--- src/rtl/spgd_dither_seq_if.sv ---
// Bus between the SPGD update logic / DAC-ADC routing and the dither sequencer.
// The master side issues commands and supplies ADC samples; the slave side is
// the sequencer, which drives the DAC code, status and results.
`timescale 1ns/1ps
interface spgd_dither_seq_if #(
    parameter int ADC_WIDTH = 12,
    parameter int DAC_WIDTH = 14,
    parameter int SETTLE_W  = 16,
    parameter int AVG_LOG2  = 4
) ();
    logic                                 start;
    logic                                 abort;
    logic signed [DAC_WIDTH-1:0]          base;
    logic        [DAC_WIDTH-2:0]          delta;
    logic        [SETTLE_W-1:0]           settle;
    logic signed [ADC_WIDTH-1:0]          adc_in;
    logic signed [DAC_WIDTH-1:0]          dac_out;
    logic                                 busy;
    logic                                 done;
    logic signed [ADC_WIDTH+AVG_LOG2-1:0] j_plus;
    logic signed [ADC_WIDTH+AVG_LOG2-1:0] j_minus;
    logic signed [ADC_WIDTH+AVG_LOG2:0]   j_diff;

    modport master (
        output start, abort, base, delta, settle, adc_in,
        input  dac_out, busy, done, j_plus, j_minus, j_diff
    );

    modport slave (
        input  start, abort, base, delta, settle, adc_in,
        output dac_out, busy, done, j_plus, j_minus, j_diff
    );
endinterface

--- src/rtl/spgd_dither_seq.sv ---
// One SPGD dither cycle: step the DAC to base+delta, settle, average N ADC
// samples, step to base-delta, settle, average again, restore base and
// publish both sums and their difference. All outputs are registered.
`timescale 1ns/1ps
module spgd_dither_seq #(
    parameter int ADC_WIDTH = 12,
    parameter int DAC_WIDTH = 14,
    parameter int SETTLE_W  = 16,
    parameter int AVG_LOG2  = 4
) (
    input  logic               clk,
    input  logic               rst_n,
    spgd_dither_seq_if.slave   bus
);
    localparam int ACC_W = ADC_WIDTH + AVG_LOG2;

    typedef enum logic [2:0] {IDLE, WAIT_P, ACC_P, WAIT_M, ACC_M} state_t;

    state_t                      state_reg, state_next;
    logic signed [DAC_WIDTH-1:0] base_reg, base_next;
    logic        [DAC_WIDTH-2:0] delta_reg, delta_next;
    logic        [SETTLE_W-1:0]  settle_reg, settle_next;
    logic        [SETTLE_W-1:0]  cnt_reg, cnt_next;
    logic        [AVG_LOG2-1:0]  samp_reg, samp_next;
    logic signed [ACC_W-1:0]     acc_reg, acc_next;
    logic signed [ACC_W-1:0]     plus_reg, plus_next;
    logic signed [ACC_W-1:0]     acc_sum;
    logic signed [ACC_W-1:0]     adc_ext;
    logic signed [DAC_WIDTH-1:0] dac_reg, dac_next;
    logic                        busy_reg, busy_next;
    logic                        done_reg, done_next;
    logic signed [ACC_W-1:0]     jp_reg, jp_next;
    logic signed [ACC_W-1:0]     jm_reg, jm_next;
    logic signed [ACC_W:0]       jd_reg, jd_next;

    // Sign-extend the ADC sample to accumulator width.
    assign adc_ext[ADC_WIDTH-1:0] = bus.adc_in;
    for (genvar gi = 0; gi < AVG_LOG2; gi++) begin : g_sext
        assign adc_ext[ADC_WIDTH+gi] = bus.adc_in[ADC_WIDTH-1];
    end

    // base +/- delta with one guard bit, clamped to the DAC code range.
    function automatic logic signed [DAC_WIDTH-1:0] dac_step(
        input logic signed [DAC_WIDTH-1:0] b,
        input logic        [DAC_WIDTH-2:0] d,
        input logic                        sub
    );
        logic signed [DAC_WIDTH:0] ext_b;
        logic signed [DAC_WIDTH:0] ext_d;
        logic signed [DAC_WIDTH:0] s;
        ext_b = {b[DAC_WIDTH-1], b};
        ext_d = {2'b00, d};
        s = sub ? (ext_b - ext_d) : (ext_b + ext_d);
        if (s[DAC_WIDTH] != s[DAC_WIDTH-1])
            dac_step = s[DAC_WIDTH] ? {1'b1, {(DAC_WIDTH-1){1'b0}}}
                                    : {1'b0, {(DAC_WIDTH-1){1'b1}}};
        else
            dac_step = s[DAC_WIDTH-1:0];
    endfunction

    // Next-state and datapath decisions; abort overrides everything outside IDLE.
    always_comb begin
        state_next  = state_reg;
        base_next   = base_reg;
        delta_next  = delta_reg;
        settle_next = settle_reg;
        cnt_next    = cnt_reg;
        samp_next   = samp_reg;
        acc_next    = acc_reg;
        plus_next   = plus_reg;
        dac_next    = dac_reg;
        busy_next   = busy_reg;
        done_next   = 1'b0;
        jp_next     = jp_reg;
        jm_next     = jm_reg;
        jd_next     = jd_reg;
        acc_sum     = acc_reg + adc_ext;

        case (state_reg)
            IDLE: begin
                if (bus.start) begin
                    base_next   = bus.base;
                    delta_next  = bus.delta;
                    settle_next = bus.settle;
                    dac_next    = dac_step(bus.base, bus.delta, 1'b0);
                    cnt_next    = bus.settle;
                    busy_next   = 1'b1;
                    state_next  = WAIT_P;
                end
            end
            WAIT_P, WAIT_M: begin
                if (cnt_reg == '0) begin
                    state_next = (state_reg == WAIT_P) ? ACC_P : ACC_M;
                    acc_next   = '0;
                    samp_next  = '0;
                end else begin
                    cnt_next = cnt_reg - 1'b1;
                end
            end
            ACC_P: begin
                acc_next  = acc_sum;
                samp_next = samp_reg + 1'b1;
                if (samp_reg == '1) begin
                    plus_next  = acc_sum;
                    dac_next   = dac_step(base_reg, delta_reg, 1'b1);
                    cnt_next   = settle_reg;
                    state_next = WAIT_M;
                end
            end
            ACC_M: begin
                acc_next  = acc_sum;
                samp_next = samp_reg + 1'b1;
                if (samp_reg == '1) begin
                    dac_next   = base_reg;
                    jp_next    = plus_reg;
                    jm_next    = acc_sum;
                    jd_next    = {plus_reg[ACC_W-1], plus_reg} - {acc_sum[ACC_W-1], acc_sum};
                    done_next  = 1'b1;
                    busy_next  = 1'b0;
                    state_next = IDLE;
                end
            end
            default: state_next = IDLE;
        endcase

        if (bus.abort && state_reg != IDLE) begin
            state_next = IDLE;
            dac_next   = base_reg;
            busy_next  = 1'b0;
            done_next  = 1'b0;
            jp_next    = jp_reg;
            jm_next    = jm_reg;
            jd_next    = jd_reg;
        end
    end

    // State and datapath registers.
    always_ff @(posedge clk or negedge rst_n) begin
        if (!rst_n) begin
            state_reg  <= IDLE;
            base_reg   <= '0;
            delta_reg  <= '0;
            settle_reg <= '0;
            cnt_reg    <= '0;
            samp_reg   <= '0;
            acc_reg    <= '0;
            plus_reg   <= '0;
            dac_reg    <= '0;
            busy_reg   <= 1'b0;
            done_reg   <= 1'b0;
            jp_reg     <= '0;
            jm_reg     <= '0;
            jd_reg     <= '0;
        end else begin
            state_reg  <= state_next;
            base_reg   <= base_next;
            delta_reg  <= delta_next;
            settle_reg <= settle_next;
            cnt_reg    <= cnt_next;
            samp_reg   <= samp_next;
            acc_reg    <= acc_next;
            plus_reg   <= plus_next;
            dac_reg    <= dac_next;
            busy_reg   <= busy_next;
            done_reg   <= done_next;
            jp_reg     <= jp_next;
            jm_reg     <= jm_next;
            jd_reg     <= jd_next;
        end
    end

    assign bus.dac_out = dac_reg;
    assign bus.busy    = busy_reg;
    assign bus.done    = done_reg;
    assign bus.j_plus  = jp_reg;
    assign bus.j_minus = jm_reg;
    assign bus.j_diff  = jd_reg;
endmodule

--- src/flat_wrapper.sv ---
// flat-port wrapper written by rule: the top's interface ports become plain ports
module spgd_dither_seq_flat 
#(
    parameter int ADC_WIDTH = 12,
    parameter int DAC_WIDTH = 14,
    parameter int SETTLE_W  = 16,
    parameter int AVG_LOG2  = 4
)
  (clk, rst_n, bus_start, bus_abort, bus_base, bus_delta, bus_settle, bus_adc_in, bus_dac_out, bus_busy, bus_done, bus_j_plus, bus_j_minus, bus_j_diff);
  spgd_dither_seq_if #(.ADC_WIDTH(ADC_WIDTH), .DAC_WIDTH(DAC_WIDTH), .SETTLE_W(SETTLE_W), .AVG_LOG2(AVG_LOG2)) bus_i ();
  input  logic clk;
  input  logic rst_n;
  input wire logic [$bits(bus_i.start)-1:0] bus_start;
  input wire logic [$bits(bus_i.abort)-1:0] bus_abort;
  input wire logic [$bits(bus_i.base)-1:0] bus_base;
  input wire logic [$bits(bus_i.delta)-1:0] bus_delta;
  input wire logic [$bits(bus_i.settle)-1:0] bus_settle;
  input wire logic [$bits(bus_i.adc_in)-1:0] bus_adc_in;
  output wire logic [$bits(bus_i.dac_out)-1:0] bus_dac_out;
  output wire logic [$bits(bus_i.busy)-1:0] bus_busy;
  output wire logic [$bits(bus_i.done)-1:0] bus_done;
  output wire logic [$bits(bus_i.j_plus)-1:0] bus_j_plus;
  output wire logic [$bits(bus_i.j_minus)-1:0] bus_j_minus;
  output wire logic [$bits(bus_i.j_diff)-1:0] bus_j_diff;
  assign bus_i.start = bus_start;
  assign bus_i.abort = bus_abort;
  assign bus_i.base = bus_base;
  assign bus_i.delta = bus_delta;
  assign bus_i.settle = bus_settle;
  assign bus_i.adc_in = bus_adc_in;
  assign bus_dac_out = bus_i.dac_out;
  assign bus_busy = bus_i.busy;
  assign bus_done = bus_i.done;
  assign bus_j_plus = bus_i.j_plus;
  assign bus_j_minus = bus_i.j_minus;
  assign bus_j_diff = bus_i.j_diff;
  spgd_dither_seq #(.ADC_WIDTH(ADC_WIDTH), .DAC_WIDTH(DAC_WIDTH), .SETTLE_W(SETTLE_W), .AVG_LOG2(AVG_LOG2)) u_core (.clk(clk), .rst_n(rst_n), .bus(bus_i));
endmodule
--- config.mk ---
export PLATFORM = sky130hd
export DESIGN_NAME = spgd_dither_seq_flat
export DESIGN_NICKNAME = d
export VERILOG_FILES = /design/src/rtl/spgd_dither_seq_if.sv /design/src/rtl/spgd_dither_seq.sv /design/src/flat_wrapper.sv
export SDC_FILE = /design/constraint.sdc
export NUM_CORES = 1
export LEC_CHECK = 0
export ABC_AREA = 1
export BUFFER_PORTS_ARGS = -buffer_cell sky130_fd_sc_hd__buf_4
export CORE_MARGIN = 2
export CORE_UTILIZATION = 30
export CTS_CLUSTER_SIZE = 14
export DETAILED_ROUTE_END_ITERATION = 6
export SETUP_SLACK_MARGIN = 0.5
export SYNTH_ARGS = -nofsm -noshare
export SYNTH_HDL_FRONTEND = slang
export SYNTH_SLANG_ARGS = --single-unit
--- constraint.sdc ---
create_clock -name clk -period 7.7 [get_ports clk]
set_input_delay 0 -clock clk [delete_from_list [all_inputs] [get_ports clk]]
set_output_delay 0 -clock clk [all_outputs]
set_load 0.01 [all_outputs]
==> summary.md, run 1 <==
| Metric | Value |
|---|---|
| Status | `completed` |
| Total CTS buffers | `17` |
| Post-Syn Area | `10030 sq um` |
| Switch Pwr | `0.002601 W` |
| Highest clock rate | `0.3107 GHz` |
| Largest net degree at the start of global routing | `93` |
| Worst hold margin | `0.06298 ns` |
| DIE AREA | `34910 sq um` |
| # setup viols final | `0` |
| RR Startpoint | `u_core.acc_reg[0]$_DFFE_PN0P_` |
| Antenna-violating nets left | `0` |
| Clock power frac | `15.8%` |
| Critical path launch point type | `flop` |
| Seq cells post-synth | `163` |
| Worst R2R Setup Slack | `4.48 ns` |
| Crit-path cells | `ha_1 > inv_1 > fa_1 > inv_1 > nand3_1 > nand2_2 > xnor2_1 > ha_1 > a21oi_1 > inv_1 > a31oi_1 > o21ai_0 > nand3_2 > nand2_2 > nand2_1 > nand2_2 > nand2_1 > nand3b_1 > nand3_1 > nand2_1` |
| Hold endpoint | `u_core.plus_reg[0]$_DFFE_PN0P_` |
| Root buf cell | `clkbuf_16` |
| Crit path DAT | `3.55 ns` |
| Crit share post-route | `41.80%` |
| Relative slew slack | `29.74%` |
| CP Class | `reg2reg` |
| Final setup skew | `0.01108 ns` |
| Worst path buffer plus inverter count | `3` |
| CTS tree | `yes` |
| MaxCap Viol Count | `0` |
| Routed met1 length | `13.18 mm` |
| Post-CTS Resized | `0` |
| DR vias | `8901` |
| Most common flop cell mapped by yosys | `dfrtp_1` |
| Initial Utilization | `30.67%` |
| Vias in the first global route | `8638` |
| Yosys Warn Count | `0` |
| Hold_sp | `bus_adc_in[0]` |
| DR WL/cell | `14.33 microns` |
| HP Class | `in2reg` |
| Minimum clock period after layout | `3.219 ns` |
| Max FFs per register | `17` |
| Post-synth EDFFs | `0` |
| Met3 WL | `1.285 mm` |
| Slowest CP cell | `fa_1` |
| DRC Markers | `0` |
| Post-Synthesis Cells | `1279` |
| Rows | `66` |
| Core area | `32700 sq um` |
| Hold path cells | `4` |
| Final Instance Count excl. Fillers | `1890` |
| Post-synthesis mux area share | `0%` |
| Worst path max stage delay | `0.40 ns` |
| Syn nets | `1396` |
| Net switching share of the total power | `48.52%` |
| DRT Wirelength | `27.08 mm` |
| Commonest non-fill, non-tap cell in the layout | `nand2_1` |
| Post-synthesis compound-gate area fraction | `14.18%` |
| Global-route wire length before repair | `45.24 mm` |
| Hold Vio Cnt, Final | `0` |
| Part of the power in registers | `25.6%` |
| Critical Path Stages | `20` |
| Synthesized area per cell | `7.843 sq um` |
| Area delta synth->final | `23.41%` |
| Setup TNS Final | `0 ns` |
| Final core utilization | `37.86%` |
| Post-Synth Adder-Cell Area | `7.534%` |
| RSZ-0062 raised after global routing | `false` |
| Met2 Wirelength | `12.33 mm` |
| Die width | `186.9 microns` |
| Max IR drop VDD | `0.0002078 V` |
| Max Slew Vio Count | `0` |
| Buffers on Ports | `123` |
| Top Family by Delay on Critical Path | `adder cells` |
| Nature of the critical path endpoint | `flop` |
| Die height | `186.9 microns` |
| Async S/R FF share, synth | `100.0%` |
| DRT Pass-1 Iters | `5` |
| Ant diodes | `0` |
| Post-CTS setup buffers | `0` |
| Logic gate share of total power | `58.6%` |
| Post-layout nets | `1552` |
| Most frequent cells in the layout | `388 x nand2_1, 163 x dfrtp_1, 127 x buf_4` |
| Clk sinks | `163` |
| Xor/xnor share of the synthesized area | `3.318%` |
| FF-to-FF path depth | `20` |
| Largest family of logic cells by synthesized area | `simple AND/OR/NAND/NOR gates` |
| Worst EP required | `8.03 ns` |
| Crit-path max FO | `5` |
| Layout cells sized above 1 | `18.51%` |
| Clock Latency Late Sink | `0.45 ns` |
| Least-Margin Pin Slew | `1.050 ns` |
| Deepest clock path buffer count | `2` |
| Static leakage | `6.160 nW` |
| Power per cell area | `433.1 nW/um^2` |
| GRT overflow | `0` |
| Synth Area in Simple Gates | `27.93%` |
| Max layer used | `met4` |
| Sequential area share after synthesis | `40.66%` |
| Synth unique cells | `53` |
| Hpwl dp | `19.98 mm` |
| Routability congestion estimate | `0.8276` |
| Worst reg2reg endpoint | `u_core.bus.j_diff[13]$_DFFE_PN0P_` |
| GRT Overall Usage | `16.03%` |
| I/O Pins | `124` |
| Iter 0 DRT Violations | `525` |
| Placed cell count | `1813` |
| H-tree levels | `4` |
| Internal power component | `0.002760 W` |
| Initial antenna violation count | `0` |
| Post-DR vias/cell | `4.710` |
| Reg clk slew, reported paths | `0.07 ns` |
worst max path at each step:
| stage | from | to | slack [ns] |
|---|---|---|---|
| finish | u_core.acc_reg[0]$_DFFE_PN0P_ | u_core.bus.j_diff[13]$_DFFE_PN0P_ | 4.48 |
| CTS | u_core.acc_reg[0]$_DFFE_PN0P_ | u_core.bus.j_diff[13]$_DFFE_PN0P_ | 4.47 |
| global placement | u_core.acc_reg[0]$_DFFE_PN0P_ | u_core.bus.j_diff[13]$_DFFE_PN0P_ | 4.59 |
| global route | u_core.acc_reg[0]$_DFFE_PN0P_ | u_core.bus.j_diff[15]$_DFFE_PN0P_ | 4.12 |
| floorplan | u_core.acc_reg[0]$_DFFE_PN0P_ | u_core.bus.j_diff[13]$_DFFE_PN0P_ | 4.87 |
| detailed placement | u_core.acc_reg[0]$_DFFE_PN0P_ | u_core.bus.j_diff[13]$_DFFE_PN0P_ | 4.49 |
area by class of cell:
cell class                 instances  area, sq um
fill                            3402        20320
multi-input combinational        960         5313
sequential                       163         4079
timing repair buffer             173         1415
tap                              442        553.0
inverter                         120        450.4
clock buffer                      19        442.9
clock inverter                    13        126.4
logic make-up after synthesis:
| kind of cell | count (synthesis) |
|---|---|
| buffers and inverters | 156 |
| and+or+nand+nor | 623 |
| adders and majority gates | 58 |
| xor gates and xnor gates | 38 |
| AOI/OAI and AO/OA | 241 |
| DFF | 163 |
metrics by stage:
stage / setup slack [ns] / instance area, sq um / power (W)
2_1_floorplan: 4.870 / 10030 / 0.003765
3_3_place_gp: 4.593 / 11360 / 0.004462
3_5_place_dp: 4.492 / 11360 / 0.004505
4_1_cts: 4.471 / 12380 / 0.005387
5_1_grt: 4.120 / 12380 / 0.005898
6_report: 4.481 / 12380 / 0.005362
Yosys cell counts, types with 5 or more instances:
cell	instances	share of area, %
nand2_2	24	1.5
or2_2	10	0.62
nor2_1	69	2.6
nand2_1	388	15
nor3_1	11	0.55
a31oi_1	12	0.75
nor2_4	5	0.56
a22oi_1	11	0.82
dfrtp_1	163	41
a21oi_2	10	0.87
inv_2	15	0.56
nor2_2	10	0.62
xnor2_1	17	1.5
ha_1	54	6.7
clkbuf_1	20	0.75
o21ai_1	29	1.4
o21ai_0	78	3.9
xor2_1	21	1.8
nand3_2	16	1.6
nand4_1	14	0.87
nand3_1	61	3.0
a21oi_1	70	3.5
buf_6	6	0.67
buf_1	5	0.19
inv_1	105	3.9
metal layers:
metal / track usage (%) / vias up
li1: - / 4534
met1: 22.37 / 4132
met2: 25.59 / 216
met3: 3.002 / 19
met4: 4.029 / 0
met5: 0 / -
power groups by stage:
| stage | clock [W] | combinational, W | sequential, W |
|---|---|---|---|
| after floorplan | 0 | 0.00242 | 0.00134 |
| after global placement | 0 | 0.00308 | 0.00138 |
| after detailed placement | 0 | 0.00312 | 0.00139 |
| after CTS | 0.000863 | 0.00315 | 0.00137 |
| after global routing | 0.000902 | 0.00358 | 0.00141 |
| final | 0.000844 | 0.00314 | 0.00137 |
what timing repair did:
action | CTS | global route
hold endpoints to repair | 152 | 0
hold buffers | 45 | 0
setup endpoints to repair | 0 | 0
tightest hold or removal path, cell delays in order:
cell and delay [ns]:
buf_4 0.10, ha_1 0.23, nand2_1 0.07, o21ai_0 0.06
Power figures use the tool's default switching activity.
==> run 2, diff against run 1 <==
clock period = 2.7 ns   (was 7.7 ns; I/O delays follow)
==> summary.md, run 2 (synthesized netlist as in run 1, its figures left out) <==
| Metric | Value |
|---|---|
| Final Instance Count excl. Fillers | `2002 (was 1890)` |
| Final setup skew | `0.01322 ns (was 0.01108 ns)` |
| Static leakage | `6.881 nW (was 6.160 nW)` |
| Switch Pwr | `0.009133 W (was 0.002601 W)` |
| Top Family by Delay on Critical Path | `simple AND/OR/NAND/NOR gates (was adder cells)` |
| GRT Overall Usage | `16.64% (was 16.03%)` |
| DIE AREA | `34910 sq um (unchanged)` |
| Global-route wire length before repair | `47.26 mm (was 45.24 mm)` |
| Crit-path max FO | `3 (was 5)` |
| Total CTS buffers | `17 (unchanged)` |
| Hold Vio Cnt, Final | `0 (unchanged)` |
| Iter 0 DRT Violations | `537 (was 525)` |
| Worst EP required | `3.04 ns (was 8.03 ns)` |
| Max IR drop VDD | `0.0006853 V (was 0.0002078 V)` |
| CTS tree | `yes (unchanged)` |
| Crit-path cells | `ha_4 > inv_2 > fa_2 > inv_2 > nand3_2 > nand2_4 > nand2_2 > nand2_2 > xnor2_2 > ha_1 > nand4_1 > o211ai_1 > nand3_1 > nand3_2 > nand3_2 > nand2_2 > nand2_1 > nand2_1 > nand2_1 > nand3_1 > nand2_1 (was ha_1 > inv_1 > fa_1 > inv_1 > nand3_1 > nand2_2 > xnor2_1 > ha_1 > a21oi_1 > inv_1 > a31oi_1 > o21ai_0 > nand3_2 > nand2_2 > nand2_1 > nand2_2 > nand2_1 > nand3b_1 > nand3_1 > nand2_1)` |
| DR vias | `9558 (was 8901)` |
| Area delta synth->final | `42.14% (was 23.41%)` |
| Deepest clock path buffer count | `2 (unchanged)` |
| Buffers on Ports | `123 (unchanged)` |
| Commonest non-fill, non-tap cell in the layout | `nand2_1 (unchanged)` |
| Routability congestion estimate | `0.8721 (was 0.8276)` |
| # setup viols final | `10 (was 0)` |
| Max FFs per register | `17 (unchanged)` |
| MaxCap Viol Count | `0 (unchanged)` |
| DR WL/cell | `14.91 microns (was 14.33 microns)` |
| Final core utilization | `43.60% (was 37.86%)` |
| Crit path DAT | `3.20 ns (was 3.55 ns)` |
| Placed cell count | `1883 (was 1813)` |
| DRC Markers | `0 (unchanged)` |
| Hpwl dp | `20.82 mm (was 19.98 mm)` |
| HP Class | `in2reg (unchanged)` |
| Status | `finished, violations left (was completed)` |
| Clock Latency Late Sink | `0.45 ns (about the same)` |
| Power per cell area | `1389 nW/um^2 (was 433.1 nW/um^2)` |
| Logic gate share of total power | `66.8% (was 58.6%)` |
| Post-DR vias/cell | `4.774 (was 4.710)` |
| Layout cells sized above 1 | `34.42% (was 18.51%)` |
| CP Class | `reg2reg (unchanged)` |
| DRT Wirelength | `29.85 mm (was 27.08 mm)` |
| Rows | `66 (unchanged)` |
| Minimum clock period after layout | `2.859 ns (was 3.219 ns)` |
| Least-Margin Pin Slew | `0.6110 ns (was 1.050 ns)` |
| Non-Filler Cell Area, Final | `14260 sq um (was 12380 sq um)` |
| H-tree levels | `4 (unchanged)` |
| Die height | `186.9 microns (unchanged)` |
| Vias in the first global route | `9314 (was 8638)` |
| CP most frequent cell | `nand2_1` |
| Part of the power in registers | `20.2% (was 25.6%)` |
| Initial Utilization | `30.67% (unchanged)` |
| Relative slew slack | `59.22% (was 29.74%)` |
| Root buf cell | `clkbuf_16 (unchanged)` |
| GRT overflow | `0 (unchanged)` |
| Reg clk slew, reported paths | `0.07 ns (about the same)` |
| Failing checks | `negative setup slack` |
| I/O Pins | `124 (unchanged)` |
| Max Slew Vio Count | `0 (unchanged)` |
| Highest clock rate | `0.3497 GHz (was 0.3107 GHz)` |
| Clock power frac | `13.0% (was 15.8%)` |
| Core area | `32700 sq um (unchanged)` |
| Crit share post-route | `105.9% (was 41.80%)` |
| Antenna-violating nets left | `0 (unchanged)` |
| Worst hold margin | `0.04688 ns (was 0.06298 ns)` |
| Ant diodes | `0 (unchanged)` |
| Internal power component | `0.01067 W (was 0.002760 W)` |
| Post-layout nets | `1664 (was 1552)` |
| Slowest CP cell | `dfrtp_1 (was fa_1)` |
| Worst path buffer plus inverter count | `2 (was 3)` |
| Largest net degree at the start of global routing | `81 (was 93)` |
| Worst R2R Setup Slack | `-0.16 ns (was 4.48 ns)` |
| Nature of the critical path endpoint | `flop (unchanged)` |
| Filler cell count | `3254 (was 3402)` |
| Critical path launch point type | `flop (unchanged)` |
| Clk sinks | `163 (unchanged)` |
| Initial antenna violation count | `0 (unchanged)` |
| Worst path max stage delay | `0.40 ns (about the same)` |
| DRT Pass-1 Iters | `5 (unchanged)` |
| Placed cell areas | `12010 sq um (was 11360 sq um)` |
| Most frequent cells in the layout | `345 x nand2_1, 217 x buf_4, 162 x dfrtp_1 (was 388 x nand2_1, 163 x dfrtp_1, 127 x buf_4)` |
| Die width | `186.9 microns (unchanged)` |
| Net switching share of the total power | `46.13% (was 48.52%)` |
| Final worst slack | `-0.1593 ns (was 4.481 ns)` |
| RSZ-0062 raised after global routing | `true (was false)` |
-- run 2: power groups by stage --
stage / combinational (W) / sequential, W / clock (W)
floorplan: 0.00708 / 0.00384 / 0
global placement: 0.0102 / 0.00396 / 0
detailed placement: 0.0103 / 0.00397 / 0
CTS: 0.0113 / 0.00396 / 0.00261
global route: 0.0146 / 0.00411 / 0.00270
finish: 0.0132 / 0.00401 / 0.00257
-- run 2: what timing repair did --
item                       4_1_cts  5_1_grt
hold endpoints to repair       211        1
cloned                           1        1
hold buffers                    45        1
pin swaps                       26       74
setup endpoints to repair       51       84
buffers inserted                12       27
gates resized for setup         62      139
-- run 2: area by class of cell --
type | instances | area [sq um] | area share (%)
clock buffer | 18 | 429.2 | 3.010
clock inverter | 14 | 177.7 | 1.246
inverter | 120 | 461.7 | 3.238
multi-input combinational | 961 | 6207 | 43.54
sequential | 163 | 4080 | 28.62
tap | 442 | 553.0 | 3.879
timing repair buffer | 283 | 2341 | 16.42
timing repair inverter | 1 | 7.507 | 0.05265
-- run 2: path summary, 6_finish.rpt --
path,start,depth (start not counted),end
max,u_core.acc_reg[0]$_DFFE_PN0P_,21,u_core.bus.j_diff[14]$_DFFE_PN0P_
max reg2reg,u_core.acc_reg[0]$_DFFE_PN0P_,21,u_core.bus.j_diff[14]$_DFFE_PN0P_
max in group asynchronous,rst_n,3,u_core.base_reg[2]$_DFFE_PN0P_
min,bus_adc_in[0],4,u_core.bus.j_diff[0]$_DFFE_PN0P_
min reg2reg,u_core.bus.j_plus[14]$_DFFE_PN0P_,2,u_core.bus.j_plus[14]$_DFFE_PN0P_
min in group asynchronous,rst_n,2,u_core.bus.j_minus[6]$_DFFE_PN0P_
-- run 2: worst register-to-register path: cells and delay by family, from the launching register on --
kind | cells | cell delay (ns)
and+or+nand+nor | 14 | 1.09
adders and majority gates | 3 | 0.84
DFF | 1 | 0.40
buffers and inverters | 2 | 0.12
AOI/OAI and AO/OA | 1 | 0.23
xor gates and xnor gates | 1 | 0.07
-- run 2: routing by layer --
metal  routed length [microns]  track usage [%]
met5                         0                0
met4                       450            4.762
met3                      1516            2.852
met2                     14320            27.85
met1                     13560            22.11
-- run 2: through the flow --
step / TNS, ns / worst slack, ns / power (W)
floorplan: 0 / 0.02051 / 0.01092
global placement: -0.3168 / -0.07421 / 0.01413
detailed placement: -0.8024 / -0.1753 / 0.01426
CTS: -0.5545 / -0.1420 / 0.01792
global route: -3.324 / -0.3712 / 0.02137
finish: -1.175 / -0.1593 / 0.01980
